===== config.mk =====
export PLATFORM = sky130hd
export DESIGN_NAME = mult_share_ctrl_flat
export DESIGN_NICKNAME = d
export VERILOG_FILES = /design/src/rtl/mult_share_pkg.sv /design/src/rtl/mult_share_ctrl_if.sv /design/src/rtl/mult_share_ctrl_shift_add_core.sv /design/src/rtl/mult_share_ctrl.sv /design/src/flat_wrapper.sv
export SDC_FILE = /design/constraint.sdc
export NUM_CORES = 1
export LEC_CHECK = 0
export CAP_MARGIN = 20
export CORE_ASPECT_RATIO = 1.25
export CORE_MARGIN = 8
export CORE_UTILIZATION = 30
export CTS_CLUSTER_SIZE = 28
export DETAILED_ROUTE_END_ITERATION = 8
export SKIP_CTS_REPAIR_TIMING = 1
export SYNTH_ARGS = -nofsm -noshare
export SYNTH_HDL_FRONTEND = slang
export SYNTH_SLANG_ARGS = --single-unit

===== constraint.sdc =====
create_clock -name clk -period 4.44 [get_ports clk]
set_input_delay 1.11 -clock clk [delete_from_list [all_inputs] [get_ports clk]]
set_output_delay 1.11 -clock clk [all_outputs]
set_load 0.005 [all_outputs]

===== src/rtl/mult_share_pkg.sv =====
// Shared types and sizing for the two-requester shift-add multiplier.
// Holds the controller FSM encoding and the operand/product/iteration widths.
package mult_share_pkg;
    localparam int OP_W    = 8;
    localparam int PROD_W  = 16;
    localparam int NUM_REQ = 2;
    localparam int ITER_W  = 3;

    typedef enum logic [1:0] {
        IDLE,
        RUN,
        DONE
    } state_t;

    typedef logic [$clog2(NUM_REQ)-1:0] req_id_t;
endpackage


===== src/rtl/mult_share_ctrl_if.sv =====
// Request/response bundle between requesters, consumer and the shared multiplier.
// slave = multiplier side, master = requester/consumer side.
interface mult_share_ctrl_if;
    import mult_share_pkg::*;

    logic              req0_valid;
    logic              req0_ready;
    logic [OP_W-1:0]   req0_a;
    logic [OP_W-1:0]   req0_b;
    logic              req1_valid;
    logic              req1_ready;
    logic [OP_W-1:0]   req1_a;
    logic [OP_W-1:0]   req1_b;
    logic              rsp_valid;
    logic              rsp_ready;
    logic              rsp_id;
    logic [PROD_W-1:0] rsp_product;
    logic              busy;

    modport slave (
        input  req0_valid, req0_a, req0_b,
        input  req1_valid, req1_a, req1_b,
        input  rsp_ready,
        output req0_ready, req1_ready,
        output rsp_valid, rsp_id, rsp_product, busy
    );

    modport master (
        output req0_valid, req0_a, req0_b,
        output req1_valid, req1_a, req1_b,
        output rsp_ready,
        input  req0_ready, req1_ready,
        input  rsp_valid, rsp_id, rsp_product, busy
    );
endinterface


===== src/rtl/mult_share_ctrl_shift_add_core.sv =====
// Iterative shift-add datapath: one multiplier bit per step, 8 steps (fewer with MULT_EARLY_TERM_EN).
// No backpressure; o_done flags the step that completes the product.
module shift_add_core
    import mult_share_pkg::*;
(
    input  logic              clk,
    input  logic              reset,
    input  logic              i_load,
    input  logic              i_step,
    input  logic [OP_W-1:0]   i_a,
    input  logic [OP_W-1:0]   i_b,
    output logic              o_done,
    output logic [PROD_W-1:0] o_product
);
    logic [PROD_W-1:0] r_acc;
    logic [PROD_W-1:0] r_a_sh;
    logic [OP_W-1:0]   r_b;
    logic [ITER_W-1:0] r_cnt;
    logic [PROD_W-1:0] w_addend;

    // r_b shifts right each step so bit 0 is always the current multiplier bit
    assign w_addend = r_b[0] ? r_a_sh : '0;

    always_ff @(posedge clk or posedge reset) begin
        if (reset) begin
            r_acc  <= '0;
            r_a_sh <= '0;
            r_b    <= '0;
            r_cnt  <= '0;
        end else if (i_load) begin
            r_acc  <= '0;
            r_a_sh <= {{(PROD_W-OP_W){1'b0}}, i_a};
            r_b    <= i_b;
            r_cnt  <= '0;
        end else if (i_step) begin
            r_acc  <= r_acc + w_addend;
            r_a_sh <= r_a_sh << 1;
            r_b    <= r_b >> 1;
            r_cnt  <= r_cnt + 1'b1;
        end
    end

`ifdef MULT_EARLY_TERM_EN
    assign o_done = i_step && ((r_b[OP_W-1:1] == '0) || (r_cnt == ITER_W'(OP_W-1)));
`else
    assign o_done = i_step && (r_cnt == ITER_W'(OP_W-1));
`endif

    assign o_product = r_acc;
endmodule


===== src/rtl/mult_share_ctrl.sv =====
// Round-robin shares one shift-add multiplier between two requesters; result after 8 RUN edges
// (MULT_EARLY_TERM_EN: MSB index of b + 1). Requests wait (ready=0) while busy; response held until rsp_ready.
module mult_share_ctrl
    import mult_share_pkg::*;
(
    input  logic             clk,
    input  logic             reset,
    mult_share_ctrl_if.slave bus
);
    state_t            r_state;
    state_t            w_next;
    req_id_t           r_last;
    req_id_t           r_id;
    req_id_t           w_gnt;
    logic              w_rdy0;
    logic              w_rdy1;
    logic              w_accept;
    logic              w_step;
    logic              w_done;
    logic              w_rsp_vld;
    logic              w_busy;
    logic [OP_W-1:0]   w_a;
    logic [OP_W-1:0]   w_b;
    logic [PROD_W-1:0] w_product;

    // On a tie the requester not served last wins; a lone requester always wins
    always_comb begin
        w_gnt = 1'b0;
        if (bus.req0_valid && bus.req1_valid) begin
            w_gnt = ~r_last;
        end else if (bus.req1_valid) begin
            w_gnt = 1'b1;
        end
    end

    assign w_a    = w_gnt ? bus.req1_a : bus.req0_a;
    assign w_b    = w_gnt ? bus.req1_b : bus.req0_b;
    assign w_step = (r_state == RUN);

    always_ff @(posedge clk or posedge reset) begin
        if (reset) begin
            r_state <= IDLE;
            r_last  <= 1'b1;
            r_id    <= 1'b0;
        end else begin
            r_state <= w_next;
            if (w_accept) begin
                r_last <= w_gnt;
                r_id   <= w_gnt;
            end
        end
    end

    always_comb begin
        w_next    = r_state;
        w_rdy0    = 1'b0;
        w_rdy1    = 1'b0;
        w_accept  = 1'b0;
        w_rsp_vld = 1'b0;
        w_busy    = 1'b1;
        case (r_state)
            IDLE: begin
                w_busy   = 1'b0;
                w_rdy0   = bus.req0_valid && (w_gnt == 1'b0);
                w_rdy1   = bus.req1_valid && (w_gnt == 1'b1);
                w_accept = w_rdy0 || w_rdy1;
                if (w_accept) begin
                    w_next = RUN;
                end
            end
            RUN: begin
                if (w_done) begin
                    w_next = DONE;
                end
            end
            DONE: begin
                w_rsp_vld = 1'b1;
                if (bus.rsp_ready) begin
                    w_next = IDLE;
                end
            end
            default: begin
                w_next = IDLE;
            end
        endcase
    end

    shift_add_core u_core (
        .clk       (clk),
        .reset     (reset),
        .i_load    (w_accept),
        .i_step    (w_step),
        .i_a       (w_a),
        .i_b       (w_b),
        .o_done    (w_done),
        .o_product (w_product)
    );

    assign bus.req0_ready  = w_rdy0;
    assign bus.req1_ready  = w_rdy1;
    assign bus.rsp_valid   = w_rsp_vld;
    assign bus.rsp_id      = w_rsp_vld ? r_id : 1'b0;
    assign bus.rsp_product = w_rsp_vld ? w_product : '0;
    assign bus.busy        = w_busy;
endmodule


===== src/flat_wrapper.sv =====
// flat-port wrapper written by rule: the top's interface ports become plain ports
module mult_share_ctrl_flat import mult_share_pkg::*;
  (clk, reset, bus_req0_valid, bus_req0_a, bus_req0_b, bus_req1_valid, bus_req1_a, bus_req1_b, bus_rsp_ready, bus_req0_ready, bus_req1_ready, bus_rsp_valid, bus_rsp_id, bus_rsp_product, bus_busy);
  mult_share_ctrl_if bus_i ();
  input  logic clk;
  input  logic reset;
  input wire logic [$bits(bus_i.req0_valid)-1:0] bus_req0_valid;
  input wire logic [$bits(bus_i.req0_a)-1:0] bus_req0_a;
  input wire logic [$bits(bus_i.req0_b)-1:0] bus_req0_b;
  input wire logic [$bits(bus_i.req1_valid)-1:0] bus_req1_valid;
  input wire logic [$bits(bus_i.req1_a)-1:0] bus_req1_a;
  input wire logic [$bits(bus_i.req1_b)-1:0] bus_req1_b;
  input wire logic [$bits(bus_i.rsp_ready)-1:0] bus_rsp_ready;
  output wire logic [$bits(bus_i.req0_ready)-1:0] bus_req0_ready;
  output wire logic [$bits(bus_i.req1_ready)-1:0] bus_req1_ready;
  output wire logic [$bits(bus_i.rsp_valid)-1:0] bus_rsp_valid;
  output wire logic [$bits(bus_i.rsp_id)-1:0] bus_rsp_id;
  output wire logic [$bits(bus_i.rsp_product)-1:0] bus_rsp_product;
  output wire logic [$bits(bus_i.busy)-1:0] bus_busy;
  assign bus_i.req0_valid = bus_req0_valid;
  assign bus_i.req0_a = bus_req0_a;
  assign bus_i.req0_b = bus_req0_b;
  assign bus_i.req1_valid = bus_req1_valid;
  assign bus_i.req1_a = bus_req1_a;
  assign bus_i.req1_b = bus_req1_b;
  assign bus_i.rsp_ready = bus_rsp_ready;
  assign bus_req0_ready = bus_i.req0_ready;
  assign bus_req1_ready = bus_i.req1_ready;
  assign bus_rsp_valid = bus_i.rsp_valid;
  assign bus_rsp_id = bus_i.rsp_id;
  assign bus_rsp_product = bus_i.rsp_product;
  assign bus_busy = bus_i.busy;
  mult_share_ctrl u_core (.clk(clk), .reset(reset), .bus(bus_i));
endmodule

Word level (Yosys, flattened, before mapping)
Cells that the tools add are included.
Cells by class
  add/subtract/negate cells: 2
  multiply operators: 0
  divide/modulo/power cells: 0
  $lt $le $gt $ge: 0
  equality and inequality tests: 6
  shift operators: 0
  mux-type cells: 24
  bitwise operators: 2
  reductions and logical operators: 8
Operators by type and width (count)
  $mux W16: 6
  $mux W8: 4
  $add A16 B16 Y16: 1
  $mux W1: 8
  $mux W2: 3
  $mux W3: 2
  $pmux W2 S3: 1
  $logic_and A1 B1 Y1: 4
  $ne A2 B1 Y1 const B: 2
  $add A3 B1 Y3 const B: 1
  $eq A3 B3 Y1 const B: 1
  $reduce_and A3 Y1: 1
  $eq A2 B1 Y1 const B: 1
  $eq A2 B2 Y1 const B: 1
  $logic_not A2 Y1: 1
  $ne A2 B2 Y1 const B: 1
  $not A1 Y1: 2
  $reduce_bool A2 Y1: 1
  $logic_or A1 B1 Y1: 1
Storage, ports and cells
  register bits after elaboration: 47
  bits in latches: 0
  bits in writable memories: 0
  ROM bits: 0
  input port bits: 37
  output and inout port bits: 21
  logic and storage cells: 49
  memories kept: 0

Longest topological paths before layout
Gate-level depths: netlist (run 1).
  word-level depth: 7
  depth in mapped cells: 10

By module
A second synthesis (run 1) with hierarchy kept.
Second synthesis, totals
  cells, all modules: 342
  area total of the unflattened synthesis: 3253.1 µm²
By module, submodules not included
  shift_add_core: instances 1, cells each 283, area an instance 2666.3 µm², sequential area each 1076.0 µm²
  mult_share_ctrl: instances 1, cells each 59, area an instance 586.8 µm², sequential area each 101.3 µm²

Least setup slack after synthesis (run 1)
No wires, ideal clock.
  kind: input port to output port
  from: in bus_req1_valid
  to: out bus_req0_ready
  arrival time: 1.914 ns
  setup slack: 1.416 ns
  cell stages on the path: 4
  path buffers: 2
  path through: a21boi_1 -> buf_2 -> buf_4 -> nor2_1
On the way
  longest elaborated chain between the ends: 5
  elaborated cells between the ends (all ways): 6
  classes of those cells: mux: 3; bitwise: 1; reduce/logical: 2
Ends and longest elaborated chain
  start, declared: RTL line flat_wrapper.sv:10  | input wire logic [$bits(bus_i.req1_valid)-1:0] bus_req1_valid;
  $mux W1 / $logic_and A1 B1 Y1 (equally long branches): RTL line mult_share_ctrl.sv:31, mult_share_ctrl.sv:29
  $mux W1 *: RTL line mult_share_ctrl.sv:29  | if (bus.req0_valid && bus.req1_valid) begin
  $not A1 Y1 *: RTL line mult_share_ctrl.sv:64  | w_rdy0 = bus.req0_valid && (w_gnt == 1'b0);
  $logic_and A1 B1 Y1 *: RTL line mult_share_ctrl.sv:64
  $mux W1 *: RTL line mult_share_ctrl.sv:61  | case (r_state)
  end, declared: RTL line flat_wrapper.sv:14  | output wire logic [$bits(bus_i.req0_ready)-1:0] bus_req0_ready;
Every way passes the cells marked *; elsewhere a longest branch is shown, timed or not.

Final worst setup path (run 1)
  from: in bus_req1_valid
  to: out bus_req1_ready
On the way
  longest elaborated chain between the ends: 4
  elaborated cells between the ends (all ways): 5
  classes of those cells: mux: 3; reduce/logical: 2
Ends and longest elaborated chain
  $mux W1 / $logic_and A1 B1 Y1 (equally long branches): RTL line mult_share_ctrl.sv:31, mult_share_ctrl.sv:29
  $mux W1: RTL line mult_share_ctrl.sv:29
  $logic_and A1 B1 Y1 *: RTL line mult_share_ctrl.sv:65  | w_rdy1 = bus.req1_valid && (w_gnt == 1'b1);
  $mux W1 *: RTL line mult_share_ctrl.sv:61
  end, declared: RTL line flat_wrapper.sv:15  | output wire logic [$bits(bus_i.req1_ready)-1:0] bus_req1_ready;
Marks and branches as above.

==> impl_summary.md, run 1 <==
Global route
The pin count of the biggest net entering global routing is between 40 and 50. The via count of the first global-routing pass was about 2800. The total overflow left after global routing is 0. The initial antenna violation count is 0. The first global-routing pass estimated about 13000 microns of wire. The all-layer global routing usage is 0.1148.

CTS
The level count of the clock H-tree is 2. The clock latency of the later-clocked register in the worst-skew pair is approximately 0.29 ns. TritonCTS built the clock tree.

The clock passes through at most 2 buffers. The clock buffer count from CTS is 5. The clock root buffer master is clkbuf_16. The clock slew seen by the registers of the worst setup and hold paths is about 0.060 ns.

The clock drives 47 sinks.

Layout
The final antenna diode count is 0. The area of combinational cells with multiple inputs is 0.001783 sq mm. The sequential cell area is 0.001177 sq mm. The finished layout holds between 500 and 600 standard cells, fillers aside.

The fraction of layout cells with a size suffix above 1 is 0.06186. The number of fillers in the final layout is about 1100. Relative to the synthesized area, the layout overhead comes to 29.69%. The summed area of non-filler cells in the final layout is 0.003984 sq mm.

The net total in the final layout is between 400 and 500.

Placement
The number of placed instances, taps included, is 508. The number of buffers inserted by port buffering is 57. Once detailed placement completed, the half-perimeter wirelength came to 5651 microns.

At the end of routability-driven placement, the weighted congestion stood at about 0.85. The worst setup slack before clock tree synthesis is 0.7649 ns. Once placement finished, the instance area stood at between 0.003 and 0.004 sq mm.

Job
The count of maximum capacitance violations is 0.

Yosys
dfrtp_1 takes more of the synthesized area than any other cell. The fraction of synthesis flops using an asynchronous set or reset pin is 1.000. In the synthesized netlist the dominant register cell turns out to be dfrtp_1. The number of flops mapped to enable cells by yosys is 0. Counting every net in the synthesized netlist gives about 390. The sequential-to-total area share from yosys stat is 0.3833. The synthesized design contains 47 register bits. Of the post-synthesis cell area, the dominant cell type holds 0.3747. A synthesized cell averages between 9 and 10 sq um. Synthesis produced a netlist whose cell count is 336. The cell area that synthesis handed to floorplanning was roughly 0.0031 sq mm.

The synthesized netlist contains between 40 and 50 unique library cells. The Yosys step of the flow raised 0 warnings. Yosys attributes the largest share of cell area to dfrtp_1 (37%), and2_1 (7.1%), ha_1 (6.9%), o21ai_0 (4.4%), nand2_1 (3.8%).

Critical path
The path type of the worst setup path is input pin to primary output. The nature of the critical path endpoint is a primary output. STA puts the critical path data arrival time at roughly 2.6 ns.

The setup check on the worst reg-to-reg path leaves a slack of between 1.5 and 2 ns. The critical path data required time is ~3.3 ns. The kind of start point of the critical path is an input pin. The maximum net fanout on the critical path is 4.

Timing
Setup violations remaining at the end of the flow were counted as 0. Of the available clock period, the critical path in the final layout requires 0.8239. Subtracting the final worst setup slack from the clock period gives between 3 and 4 ns. The number of pins exceeding their max-slew limit in the final report is 0. The top achievable clock speed is roughly 0.27 GHz. The total negative slack for setup checks is 0 ns. Setup repair after global routing left no endpoint under its margin. The clock tree skew after final layout is 0.006982 ns.

The count of final hold-check violations is 0. The worst slew margin relative to its limit is 0.4188. The least setup slack across all paths after layout is 0.7819 ns. At the pin with the least slew margin, the transition time is approximately 0.87 ns.

Pwr
The proportion of power drawn by combinational gates is 0.519. The share of total power dissipated in the clock network is 0.180. The total power of the final layout is 2684 uW. In this run the power spent charging and discharging nets is between 1000 and 1500 uW. The switching share of total power is 0.4046. The power per cell area is slightly below 700 mW/mm^2. The design internal power is 1598 uW. The sequential share of power is 0.301. The worst vdd rail ir drop is 0.2139 mV.

The leakage power summed over all cells is 0.001752 uW.

Routing
The DRC violation total after the first TritonRoute iteration is 85. In this run the remaining antenna-violating nets after routing total 0. The post-detailed-routing wire length is between 7000 and 8000 microns.

The total number of vias is between 2000 and 3000. The pre-antenna-repair detailed-routing pass consisted of 4 iterations. The routed via count divided by cell count is roughly 5.1. In the final routed layout, each cell accounts on average for about 15 microns. The DRC violation count after routing is 0.

Floorplan
The die extent in y is approximately 130 microns. 58 I/O pins were placed. The floorplan has slightly above 40 rows. The die covers about 0.014 sq mm. The die outline width is roughly 110 microns. The starting utilization of the core area is 0.3055.

The core region area is a little over 0.01 sq mm.

Hold path
The min-delay analysis places its worst path in the category flop to flop.

Status
The run finished with clean final reports.
[cell type report]
type | count | share of cell area
repair buffers | 64 | 0.1595
flip-flops and latches | 47 | 0.2955
multi-input cells | 259 | 0.4476
well taps | 129 | 0.04052
clock inverters | 2 | 0.01508
clock buffers | 6 | 0.03235
inverters | 10 | 0.009422
[state kept, by name (all words and copies together), names as in the netlist]
name / count
u_core.u_core.o_product: 16
u_core.u_core.r_a_sh: 16
u_core.u_core.r_b: 8
u_core.u_core.r_cnt: 3
u_core.r_state: 2
u_core.r_id: 1
u_core.r_last: 1
[cell usage in the layout (no fill, tap or decap), drive strengths merged, types with 3 or more instances in the layout]
master / netlist / routed
o21ai: 32 / 32
clkdlybuf4s50: 0 / 57
a211oi: 9 / 9
dfrtp: 46 / 46
a32o: 4 / 4
inv: 10 / 10
nand2: 31 / 31
a22oi: 8 / 8
clkbuf: 15 / 6
buf: 5 / 7
a21boi: 3 / 3
xor2: 6 / 6
o211ai: 4 / 4
a21o: 11 / 11
nor2b: 5 / 5
nor2: 10 / 10
ha: 17 / 17
a21oi: 10 / 10
nand3: 9 / 9
and2: 35 / 35
a22o: 12 / 12
o21a: 6 / 6
and2b: 4 / 4
a31oi: 8 / 8
mux2i: 10 / 10
or3: 4 / 4
[per-layer routing]
| layer | wire, microns | GRT usage |
|---|---|---|
| met1 | 3377 | 0.1266 |
| met2 | 3857 | 0.2120 |
| met3 | 321 | 0.02484 |
| met4 | 137 | 0.03900 |
| met5 | 0 | 0 |
[kinds of logic after synthesis]
logic type | synth area share
AND/OR/NAND/NOR | 0.1833
flip-flops | 0.3833
adder cells (fa/ha/maj) | 0.07576
multiplexers | 0.03259
buffers and inverters | 0.03951
XOR/XNOR | 0.01711
AO/OA/AOI/OAI | 0.2684
[path summary, 6_finish.rpt]
kind | to | start | cells after the start
max in group asynchronous | u_core.r_last | reset | 3
max reg2reg | u_core.u_core.o_product[12] | u_core.u_core.r_b[0] | 9
min reg2reg | u_core.r_id | u_core.r_id | 1
min in group asynchronous | u_core.u_core.o_product[12] | reset | 2
max | bus_req1_ready | bus_req1_valid | 4
min | u_core.r_id | u_core.r_id | 1
[power by group through the flow]
stage                     clock (uW)  sequential, uW  combinational [uW]
after CTS                        492             810                1400
after global routing             506             838                1580
final                            483             808                1390
after floorplan                    0             751                1110
after global placement             0             811                1370
after detailed placement           0             818                1390
[worst max-delay path, cell delays in order]
cell and delay (ns):
clkdlybuf4s50_1 0.49, a21boi_2 0.23, and2_1 0.20, clkdlybuf4s50_1 0.52
[Yosys cell counts (2+ instances only)]
cell type  number
nand2_1        31
a22oi_1         8
clkbuf_1       15
and2_1         35
o21ai_1         5
o21ai_0        27
nor3_1          2
nor2_1         10
a21boi_1        2
o211ai_1        2
o21a_1          6
a21oi_1        10
o31ai_1         2
buf_2           4
and2b_1         4
a31oi_1         8
nand3_1         9
a211oi_1        9
xor2_1          6
nor2b_1         5
o211ai_2        2
ha_1           17
a21o_1         11
and4_1          2
a32o_1          4
dfrtp_1        46
mux2i_1        10
nand2b_1        2
inv_1          10
a22o_1         12
or3_1           4
[through the flow]
stage / hold slack [ns] / utilization
after floorplan: 0.4411 / -
after global placement: 0.4795 / 0.3754
after detailed placement: 0.4718 / 0.3754
after CTS: 0.4865 / 0.3942
after global routing: 0.4998 / 0.3962
final: 0.4794 / 0.3962
Power figures use the tool's default switching activity.
==> inputs of run 2 (changes only) <==
==> constraint.sdc (replaced) <==
create_clock -name clk -period 3.6 [get_ports clk]
set_input_delay 0.9 -clock clk [delete_from_list [all_inputs] [get_ports clk]]
set_output_delay 0.9 -clock clk [all_outputs]
set_load 0.005 [all_outputs]
==> impl_summary.md, run 2 (same netlist as run 1, synthesis figures left out) <==
Hold path
The number of cells on the worst hold path is 1 (unchanged). For hold timing, the worst endpoint is u_core.r_id. In this run the most critical hold path is launched from u_core.r_id. The type of the most critical hold path is flop to flop.

Floorplan
The floorplan row count is 41 (unchanged). The core region area is 0.01005 sq mm (unchanged). The starting utilization of the core area is 0.3055 (unchanged).

The die extent in y was 129.1 microns (unchanged). The die area was 0.01375 sq mm (unchanged). The count of pins on the block boundary is 58 (unchanged).

The die outline width is 106.5 microns (unchanged).

Routing
The wire length per cell after detailed routing was 14.84 microns (-0.25%). The number of detailed-route iterations in the first pass is 4 (unchanged). The total number of vias is 2645 (+0.11%). The routed via count divided by cell count came to 5.126 (+0.31%).

The remaining antenna violation count after routing is 0 (unchanged). The DRC violation count after routing is 0 (unchanged). The DRC violation total after the first TritonRoute iteration was 124 (+46%). The post-detailed-routing wire length is 7659 microns (-0.44%).

Layout
The fraction of layout cells with a size suffix above 1 came to 0.06202 (+0.0001598). The area of combinational cells with multiple inputs is 0.001783 sq mm (unchanged). The utilization of the core after routing was 0.3975 (+0.001244). The top cell types in the final layout, fill and taps aside, are clkdlybuf4s50_1 (57), dfrtp_1 (46), and2_1 (35). The sequential cell area is 0.001177 sq mm (unchanged). The net total in the final layout is 441 (-0.23%). The library cell used most frequently in the layout, excluding fill and tap cells, is clkdlybuf4s50_1. The final antenna diode count is 0 (unchanged). The number of fillers in the final layout is 1039 (-1.1%). Relative to the synthesized area, the layout overhead comes to 30.10%.

Timing
The worst hold slack was 0.4925 ns (+0.01305 ns). The clock tree skew after final layout is 0.006339 ns (-0.0006430 ns). Setup repair after global routing left no endpoint under its margin. The worst slew margin relative to its limit was 0.3464 (-0.07249). The number of pins exceeding their max-slew limit in the final report came to 0 (unchanged). The pin slew with the least headroom to its limit is 0.9760 ns (+0.1043 ns). The count of final hold-check violations is 0 (unchanged). The final setup violation count is 0 (unchanged).

Timing would allow up to approximately 0.31 GHz. The total negative slack for setup checks was 0 ns (unchanged). Of the available clock period, the critical path in the final layout requires 0.8949. The final critical path time including I/O delays and setup is 3.222 ns.

CTS
The number of sinks driven by the clock tree is 47 (unchanged). CTS placed an instance of clkbuf_16 at the clock tree root. The level count of the clock H-tree is 2 (unchanged). The clock buffer count from CTS is 5 (unchanged).

The maximum number of buffers from clock root to sink is 2 (unchanged). The CTS tree is built. The clock slew seen by the registers of the worst setup and hold paths is 0.07 ns (about the same).

The clock latency of the later-clocked register in the worst-skew pair is 0.29 ns (about the same).

Global route
The all-layer global routing usage was 0.1184 (+0.003651). The first-pass GRT wire length was 13170 microns (+2.1%). The initial antenna violation count is 0 (unchanged).

The via count of the first global-routing pass is 2779 (-0.57%). The overflow left after global routing came to 0 (unchanged). The pin count of the biggest net entering global routing is 48 (unchanged).

Job
The count of maximum capacitance violations is 0 (unchanged).

Status
The flow ran to the end, and the final reports show no timing, DRC or antenna violations.

Critical path
The endpoint identified for the worst register-to-register timing path is u_core.u_core.o_product[12]. The count of cells along the worst register-to-register path is 9 (unchanged). The maximum net fanout on the critical path is 3 (-1). The nature of the critical path endpoint is a primary output.

The worst register-to-register path begins at u_core.u_core.r_b[0]. STA classifies the critical path startpoint as an input pin. The path type of the worst setup path is input pin to primary output. The worst path arrival time was 2.32 ns (-0.23 ns). The reg-to-reg setup timing slack is 0.94 ns (-0.83 ns). The critical path data required time is 2.70 ns (-0.63 ns).

Placement
The number of buffers inserted by port buffering came to 57 (unchanged). The routability-driven placement congestion ratio is 0.8591 (+1.0%). The half-perimeter wire length after placement is 5790 microns (+2.5%).

Pwr
The leakage power summed over all cells came to 0.001756 uW (+0.21%). The power per cell area is 836.9 mW/mm^2 (+24%). The worst vdd rail ir drop is 0.2769 mV (+29%).
==> run 2: changes by cell type in the layout (fill, tap and decap cells not counted), sizes merged <==
cell / before / now
inv: 10 / 11
clkbuf: 6 / 5
buf: 7 / 6
==> run 2: metrics by stage <==
step / worst slack, ns / std cells / total power [uW] / area, sq um
after floorplan: 0.9963 / 336 / 2289 / 3072
after global placement: 0.4237 / 507 / 2702 / 3780
after detailed placement: 0.3615 / 507 / 2745 / 3780
after CTS: 0.3547 / 515 / 3373 / 3976
after global routing: 0.2772 / 516 / 3656 / 3996
final: 0.3783 / 516 / 3345 / 3996
==> run 2: how the worst max path moves through the flow <==
stage,from,to
after floorplan,bus_req1_valid,bus_req0_ready
after global placement,bus_req1_valid,bus_req1_ready
after detailed placement,bus_req1_valid,bus_req1_ready
after CTS,bus_req1_valid,bus_req1_ready
after global routing,bus_req1_valid,bus_req1_ready
final,bus_req1_valid,bus_req1_ready
==> run 2: worst max-delay path: stages <==
cell and delay [ns]:
clkdlybuf4s50_1 0.50, a21boi_2 0.21, and2_1 0.19, clkdlybuf4s50_1 0.52
==> run 2: area by class of cell <==
class                   instances  share of cell area
flip-flops and latches         47              0.2946
repair buffers                 63              0.1603
multi-input cells             259              0.4461
clock buffers                   5             0.03131
clock inverters                 3             0.01785
well taps                     129             0.04039
inverters                      10            0.009393
==> run 2: power by group <==
part	switching (uW)	internal, uW
sequential	198	795
clock	209	403
combinational	948	793
==> run 2: routing by layer <==
| layer | GRT usage | vias up | part of all wire |
|---|---|---|---|
| met1 | 0.1280 | 1261 | 0.42 |
| met2 | 0.2164 | 46 | 0.51 |
| li1 | - | 1328 | - |
| met5 | 0 | - | 0 |
| met4 | 0.03817 | 0 | 0.015 |
| met3 | 0.03428 | 10 | 0.049 |
==> inputs of run 3 (changes only) <==
--- a/config.mk
+++ b/config.mk
@@ -9,6 +9,7 @@
 export CORE_ASPECT_RATIO = 1.25
 export CORE_MARGIN = 8
 export CORE_UTILIZATION = 30
+export CTS_BUF_LIST = sky130_fd_sc_hd__clkbuf_8
 export CTS_CLUSTER_SIZE = 28
 export DETAILED_ROUTE_END_ITERATION = 8
 export SKIP_CTS_REPAIR_TIMING = 1
==> impl_summary.md, run 3 (same netlist as run 1, synthesis figures left out) <==
Status
The run finished with clean final reports.

Hold path
In this run the worst hold path is classified as flop to flop.

CTS
The maximum number of buffers from clock root to sink is 2 (unchanged). The CTS tree is built. The clock buffer count from CTS is 5 (unchanged). The clock latency of the later-clocked register in the worst-skew pair is 0.31 ns (+0.02 ns). The clock slew seen by the registers of the worst setup and hold paths is 0.10 ns (+0.03 ns). The level count of the clock H-tree is 2 (unchanged). The clock root buffer master is clkbuf_8. The number of sinks driven by the clock tree came to 47 (unchanged).

Global route
The all-layer global routing usage is 0.1178 (-0.0006300). The via count of the first global-routing pass is 2784 (+0.18%). The overflow left after global routing is 0 (unchanged). The pin count of the biggest net entering global routing is 48 (unchanged). The initial antenna violation count is 0 (unchanged). The first-pass GRT wire length came to 13170 microns (unchanged).

Pwr
The leakage power summed over all cells was 0.001730 uW (-1.5%). The worst vdd rail ir drop came to 0.2716 mV (-1.9%). The power per cell area is 815.5 mW/mm^2 (-2.6%).

Routing
The routed via count divided by cell count is 5.112 (-0.26%). The number of detailed-route iterations in the first pass is 4 (unchanged). The wire length per cell after detailed routing is 14.91 microns (+0.44%).

The remaining antenna violation count after routing came to 0 (unchanged). The DRC violation total after the first TritonRoute iteration was 123 (-0.81%). The post-detailed-routing wire length is 7693 microns (+0.44%). The total number of vias is 2638 (-0.26%). The DRC violation count after routing came to 0 (unchanged).

Timing
The worst slew margin relative to its limit is 0.3409 (-0.005411). The final critical-path share of the clock period is 0.8951 (about the same). The top achievable clock speed is 0.3103 GHz (about the same).

The final setup violation count is 0 (unchanged). The total negative slack for setup checks was 0 ns (unchanged). The number of pins exceeding their max-slew limit in the final report is 0 (unchanged). The clock tree skew after final layout is 0.007189 ns (+0.0008495 ns). The final critical path time including I/O delays and setup is 3.222 ns (+0.0006090 ns).

The pin slew with the least headroom to its limit is 0.9841 ns (+0.008081 ns). The count of final hold-check violations is 0 (unchanged). The worst hold slack is 0.5027 ns (+0.01024 ns). Setup repair after global routing left no endpoint under its margin.

Floorplan
The die outline width is 106.5 microns (unchanged). The floorplan row count is 41 (unchanged). The starting utilization of the core area is 0.3055 (unchanged). The die area is 0.01375 sq mm (unchanged).

The count of pins on the block boundary is 58 (unchanged). The core region area is 0.01005 sq mm (unchanged). The die extent in y came to 129.1 microns (unchanged).

Critical path
Walking the worst path, the cells encountered are clkdlybuf4s50_1, a21boi_2, and2_1, clkdlybuf4s50_1. The maximum net fanout on the critical path came to 3 (unchanged). The buffering stage count on the worst path with inverters included is 2 (unchanged). The worst path arrival time is 2.32 ns (about the same).

The maximum single-stage delay on the critical path came to 0.52 ns (about the same). The critical path data required time is 2.70 ns (about the same). The kind of start point of the critical path is an input pin. The dominant delay contributor by cell family on the critical path is buffers and inverters.

The most numerous cell type found on the critical path is clkdlybuf4s50_1. The worst setup path is of the input pin to primary output kind. The worst setup path is captured at a primary output. The cell with the largest stage delay on the worst path is clkdlybuf4s50_1.

Placement
The number of buffers inserted by port buffering is 57 (unchanged). The half-perimeter wire length after placement is 5790 microns (unchanged). The routability-driven placement congestion ratio is 0.8591 (unchanged).

Layout
The net total in the final layout is 441 (unchanged). The area overhead of the layout relative to synthesis is 28.27%. The library cells used most frequently in the layout, excluding fill and tap cells, are clkdlybuf4s50_1 (57), dfrtp_1 (46), and2_1 (35). The fraction of layout cells with a size suffix above 1 is 0.06202 (unchanged).

The most frequent standard cell in the layout excluding fill and tap cells is clkdlybuf4s50_1. The number of fillers in the final layout is 1048 (+0.87%). The final antenna diode count is 0 (unchanged).

Job
The count of maximum capacitance violations is 0 (unchanged).
run 3: report_power, final:
group / total [uW] / internal [uW] / switching [uW]
Sequential: 992 / 793 / 199
Clock: 480 / 282 / 198
Combinational: 1740 / 793 / 948
run 3: cell type report:
cell class                 count  area, sq um  share of cell area
sequential                    47         1177              0.2988
inverter                      10        37.54            0.009527
clock buffer                   5        68.82             0.01747
timing repair buffer          63        640.6              0.1626
tap                          129        161.4             0.04097
multi-input combinational    259         1783              0.4525
clock inverter                 3        71.32             0.01810
run 3: final timing paths:
check | from | end | slack, ns | cells past startpoint
min reg2reg | u_core.r_id | u_core.r_id | 0.50 | 1
min in group asynchronous | reset | u_core.u_core.o_product[13] | 0.78 | 2
max reg2reg | u_core.u_core.r_b[0] | u_core.u_core.o_product[12] | 0.95 | 9
max in group asynchronous | reset | u_core.r_last | 2.32 | 3
max | bus_req1_valid | bus_req1_ready | 0.38 | 4
min | u_core.r_id | u_core.r_id | 0.50 | 1
run 3: layer usage:
metal  part of all wire  routed length (microns)  track usage
met3              0.048                      372      0.03130
met1               0.42                     3261       0.1280
met5                  0                        0            0
met2               0.52                     3965       0.2164
met4              0.012                       93      0.03817
run 3: through the flow:
step           instances  total power, uW  instance area, sq um  setup WS (ns)    util
2_1_floorplan        336             2289                  3072         0.9963       -
3_3_place_gp         507             2702                  3780         0.4237  0.3759
3_5_place_dp         507             2745                  3780         0.3615  0.3759
4_1_cts              515             3237                  3920         0.3547  0.3899
5_1_grt              516             3517                  3940         0.2772  0.3919
6_report             516             3213                  3940         0.3777  0.3919
